File: config.mk
export PLATFORM = sky130hd
export DESIGN_NAME = mem_port_arbiter
export DESIGN_NICKNAME = d
export VERILOG_FILES = /design/src/rtl/mem_port_arbiter.sv
export SDC_FILE = /design/constraint.sdc
export NUM_CORES = 1
export LEC_CHECK = 0
export BUFFER_PORTS_ARGS = -buffer_cell sky130_fd_sc_hd__buf_2
export CAP_MARGIN = 20
export CORE_AREA = 2 2 189 191
export CTS_BUF_LIST = sky130_fd_sc_hd__clkbuf_2 sky130_fd_sc_hd__clkbuf_4 sky130_fd_sc_hd__clkbuf_8
export CTS_CLUSTER_SIZE = 20
export DETAILED_ROUTE_END_ITERATION = 7
export DIE_AREA = 0 0 191 193
export GPL_TIMING_DRIVEN = 0
export PLACE_DENSITY = 0.49
export REMOVE_ABC_BUFFERS = 1
export SKIP_CTS_REPAIR_TIMING = 1
export SYNTH_ARGS = -nofsm -noshare
export SYNTH_HDL_FRONTEND = slang
export SYNTH_SLANG_ARGS = --single-unit
File: constraint.sdc
create_clock -name clk -period 2 [get_ports clk]
set_input_delay 0.1 -clock clk [delete_from_list [all_inputs] [get_ports clk]]
set_output_delay 0.1 -clock clk [all_outputs]
set_load 0.02 [all_outputs]
File: src/rtl/mem_port_arbiter.sv
// Shares one single-ported 64-bit data memory between instruction fetch and load/store.
// Round-robin arbitration, fixed read latency, one-cycle done pulse back to the owner.
module mem_port_arbiter #(
    parameter int RD_LAT = 2
) (
    input  logic        clk,
    input  logic        rst,
    input  logic        if_req,
    input  logic [63:0] if_addr,
    output logic [31:0] if_rdata,
    output logic        if_done,
    input  logic        d_req,
    input  logic        d_we,
    input  logic [63:0] d_addr,
    input  logic [63:0] d_wdata,
    output logic [63:0] d_rdata,
    output logic        d_done,
    output logic [63:0] mem_addr,
    output logic [63:0] mem_wdata,
    output logic        mem_wr,
    input  logic [63:0] mem_rdata,
    output logic        busy,
    output logic        owner
);

    localparam logic [1:0] IDLE   = 2'd0;
    localparam logic [1:0] ACCESS = 2'd1;
    localparam logic [1:0] WRITE  = 2'd2;
    localparam logic [1:0] RESP   = 2'd3;

    localparam logic [3:0] LAST_CNT = 4'(RD_LAT - 1);

    logic [1:0]  state;
    logic [3:0]  cnt;
    logic        owner_q;
    logic        last_grant;
    logic [63:0] addr_q;
    logic [63:0] wdata_q;
    logic [63:0] d_word;
    logic [31:0] if_word;
    logic        grant_any;
    logic        grant_data;

    // On a tie the requester that did not win last time is served.
    always_comb begin
        grant_any  = if_req | d_req;
        grant_data = d_req & (~if_req | ~last_grant);
    end

    always_ff @(posedge clk) begin
        if (rst) begin
            state      <= IDLE;
            cnt        <= 4'd0;
            owner_q    <= 1'b0;
            last_grant <= 1'b1;
            addr_q     <= 64'd0;
            wdata_q    <= 64'd0;
            d_word     <= 64'd0;
            if_word    <= 32'd0;
        end else begin
            case (state)
                IDLE: begin
                    if (grant_any) begin
                        owner_q    <= grant_data;
                        last_grant <= grant_data;
                        addr_q     <= grant_data ? d_addr : if_addr;
                        cnt        <= 4'd0;
                        if (grant_data) begin
                            wdata_q <= d_wdata;
                        end
                        state <= (grant_data & d_we) ? WRITE : ACCESS;
                    end
                end
                ACCESS: begin
                    if (cnt == LAST_CNT) begin
                        // Fetch keeps its own selected half so a later data access cannot disturb it.
                        if (owner_q) begin
                            d_word <= mem_rdata;
                        end else begin
                            if_word <= addr_q[2] ? mem_rdata[63:32] : mem_rdata[31:0];
                        end
                        state <= RESP;
                    end else begin
                        cnt <= cnt + 4'd1;
                    end
                end
                WRITE: begin
                    state <= RESP;
                end
                RESP: begin
                    state <= IDLE;
                end
                default: begin
                    state <= IDLE;
                end
            endcase
        end
    end

    always_comb begin
        busy      = (state != IDLE);
        owner     = owner_q;
        mem_addr  = addr_q;
        mem_wdata = wdata_q;
        mem_wr    = (state == WRITE);
        if_done   = (state == RESP) & ~owner_q;
        d_done    = (state == RESP) & owner_q;
        if_rdata  = if_word;
        d_rdata   = d_word;
    end

endmodule
==> results.yml <==
synthesis:
  synth_area_per_cell_um2: 8.25
  synthCells: 1157
  synthTopCellsByCount: "dfxtp_1 (232), o21ai_0 (196), a21oi_1 (164)"
  ys_types: 37
  yosys.area.top_type_share_pct: 48.7
  synth_ff_type: "dfxtp_1"
  async_reset_ff_share_pct: 0
  yosys_warnings: 0
  synth.area.top_cells: "dfxtp_1 (49%), o21ai_0 (10%), a21oi_1 (8.6%)"
  synthesis.area_um2: 9550
  synth_largest_area_cell: "dfxtp_1"
  ys_ff_latch: 232
  yosysMostFrequentCell: "dfxtp_1"
  synth_edf_count: 0
  synth_seq_area_share_pct: 48.7
final_layout:
  seqCellArea_um2: 4650
  fin_cells: 2335
  fill_cells: 3399
  fin_nets: 2114
  multi_input_area_um2: 4420
  syn_to_final_growth_pct: 68.7
  final_area_um2: 16100
  drive_above_1_share_pct: 32.4
timing:
  skew_ns: 0.0111
  fmax_mhz: 518
  rsz0062_at_grt: "false"
  max-slew-margin-rel_pct: 47.7
  period_share_pct: 96.6
  finalMaxSlewViolations: 0
  tightest_slew_ns: 0.784
  report.final.setup_viol: 0
  layout_setup_ws_ns: 0.0683
  finalHoldViolCount: 0
  post-route-min-period_ns: 1.93
worst_setup_path:
  cp_max_fo: 76
  crit_path_start_kind: "flip-flop"
  critPathRequiredTime_ns: 2.49
  setup.worst_path.end_class: "flip-flop"
  worst-setup-path-type: "reg -> reg"
  r2r_slack_ns: 0.07
  crit_arrival_ns: 2.43
grt:
  antenna_found_initial: 1
  overflow: 0
  grt_pass1_vias: 9494
  grt_max_degree: 105
  track_usage_pct: 19.5
  grt_pass1_wl_um: 56000
clock_tree:
  clockBufferDepth: 3
  cts_buffers: 44
  htree_levels: 2
  clk_latency_ns: 0.58
  clock_sinks: 232
  root_buffer: "clkbuf_8"
  cts_tree: "done"
  clkTransAtPathRegs_ns: 0.06
die:
  die_area_um2: 36900
  ios: 490
  core_um2: 35000
  fp-row-count: 69
  initial_core_util_pct: 27.3
  die_y_um: 193
  die_w_um: 191
power_and_ir_drop:
  p_sw_w: 0.00716
  p_seq_share_pct: 33.2
  p_int_w: 0.0108
  ir_drop_v: 0.000542
  powerDensity_nw_per_um2: 1120
  comb_power_share_pct: 39.5
  power_frac_clock_pct: 27.3
  p_sw_share_pct: 39.8
  leakagePower_nw: 6.99
placed_design:
  dp.final_hpwl_um: 25800
  post-place-ws_ns: -0.563
  dp_cells: 1990
  gp_congestion: 0.873
  portBuffers: 489
  place_area_um2: 12400
hold_path:
  hp-class: "in -> reg"
detailed_routing:
  vias: 11702
  drc: 0
  finalWirelength_um: 44200
  drt_iter0_drc: 624
  ant_nets: 0
  wl_per_cell_um: 18.9
  vias_per_cell: 5.01
  dr.pass1.iters: 5
flow_run:
  cap_violations: 0
status:
  status: "finished, final reports clean"
==> cells by family (layout without fill, tap and decap cells) <==
family,count (synthesis),in the layout,share of synthesized area (%)
other cells,0,1,0
flops,232,232,48.7
buf+inv,140,852,6.48
compound gates,468,469,27.2
fa+ha+maj,8,8,1.05
simple gates,276,279,13.2
mux,33,33,3.46
==> sequential cells by signal, summed over array words and instances (netlist names) <==
name / flops
cnt: 4
last_grant: 1
owner: 1
mem_wdata: 64
state: 2
d_rdata: 64
if_rdata: 32
mem_addr: 64
==> critical path, cell delays in order (launching register included) <==
cell and delay (ns):
dfxtp_1 0.41, a21bo_4 0.65, buf_16 0.36, nand2_1 0.17
a31oi_1 0.18
==> worst paths after layout <==
check	startpoint	endpoint	cells past startpoint
setup / recovery	last_grant$_SDFFE_PP1P_	mem_addr[15]$_SDFFE_PP0P_	4
hold / removal	d_req	owner$_SDFFE_PP0P_	4
setup reg to reg	last_grant$_SDFFE_PP1P_	mem_addr[15]$_SDFFE_PP0P_	4
hold reg to reg	mem_wdata[21]$_SDFFE_PP0P_	mem_wdata[21]$_SDFFE_PP0P_	2
==> power groups by stage <==
stage / combinational (W) / sequential [W] / clock, W
after floorplan: 0.00240 / 0.00701 / 0
after global placement: 0.00434 / 0.00577 / 0
after detailed placement: 0.00590 / 0.00607 / 0
after CTS: 0.00592 / 0.00598 / 0.00509
after global routing: 0.00761 / 0.00607 / 0.00527
final: 0.00710 / 0.00598 / 0.00490
==> cell usage in the layout, fill, tap and decap left out, types with 17 or more instances in the layout <==
cell type      instances
clkbuf_8              54
dfxtp_1              229
buf_2                488
clkbuf_4              17
nand2_1              133
mux2i_1               33
a31oi_1               64
a311oi_1              32
nand3_1              129
dlygate4sd3_1        257
o21ai_0              196
a21oi_1              164
==> cell type report <==
class                      instances  area share, %
multi-input combinational        789           27.4
antenna                            1         0.0155
clock buffer                      70           5.36
timing repair buffer             768           34.1
clock inverter                     4          0.311
sequential                       232           28.9
inverter                          10          0.365
tap                              461           3.58
==> routing by layer <==
metal	part of all wire [%]	routed length, um	global-route usage, %	vias to the layer above
met5	0	0	0	-
met4	3.5	1550	8.91	0
met3	6.5	2870	4.45	111
met2	49	21400	31.5	466
met1	41	18300	24.7	5557
li1	-	-	-	5568
==> stage by stage <==
step / utilization [%] / hold slack, ns / TNS (ns) / power, W
after CTS: 38.0 / -0.290 / -88.45 / 0.0170
after global placement: 34.3 / 0.353 / -1324.04 / 0.0101
after detailed placement: 35.4 / 0.359 / -84.35 / 0.0120
after global routing: 46.1 / 0.0294 / 0 / 0.0190
final: 46.1 / 0.0124 / 0 / 0.0180
after floorplan: - / 0.169 / -567.93 / 0.00941
No activity file was read; power rests on OpenSTA's default activity.
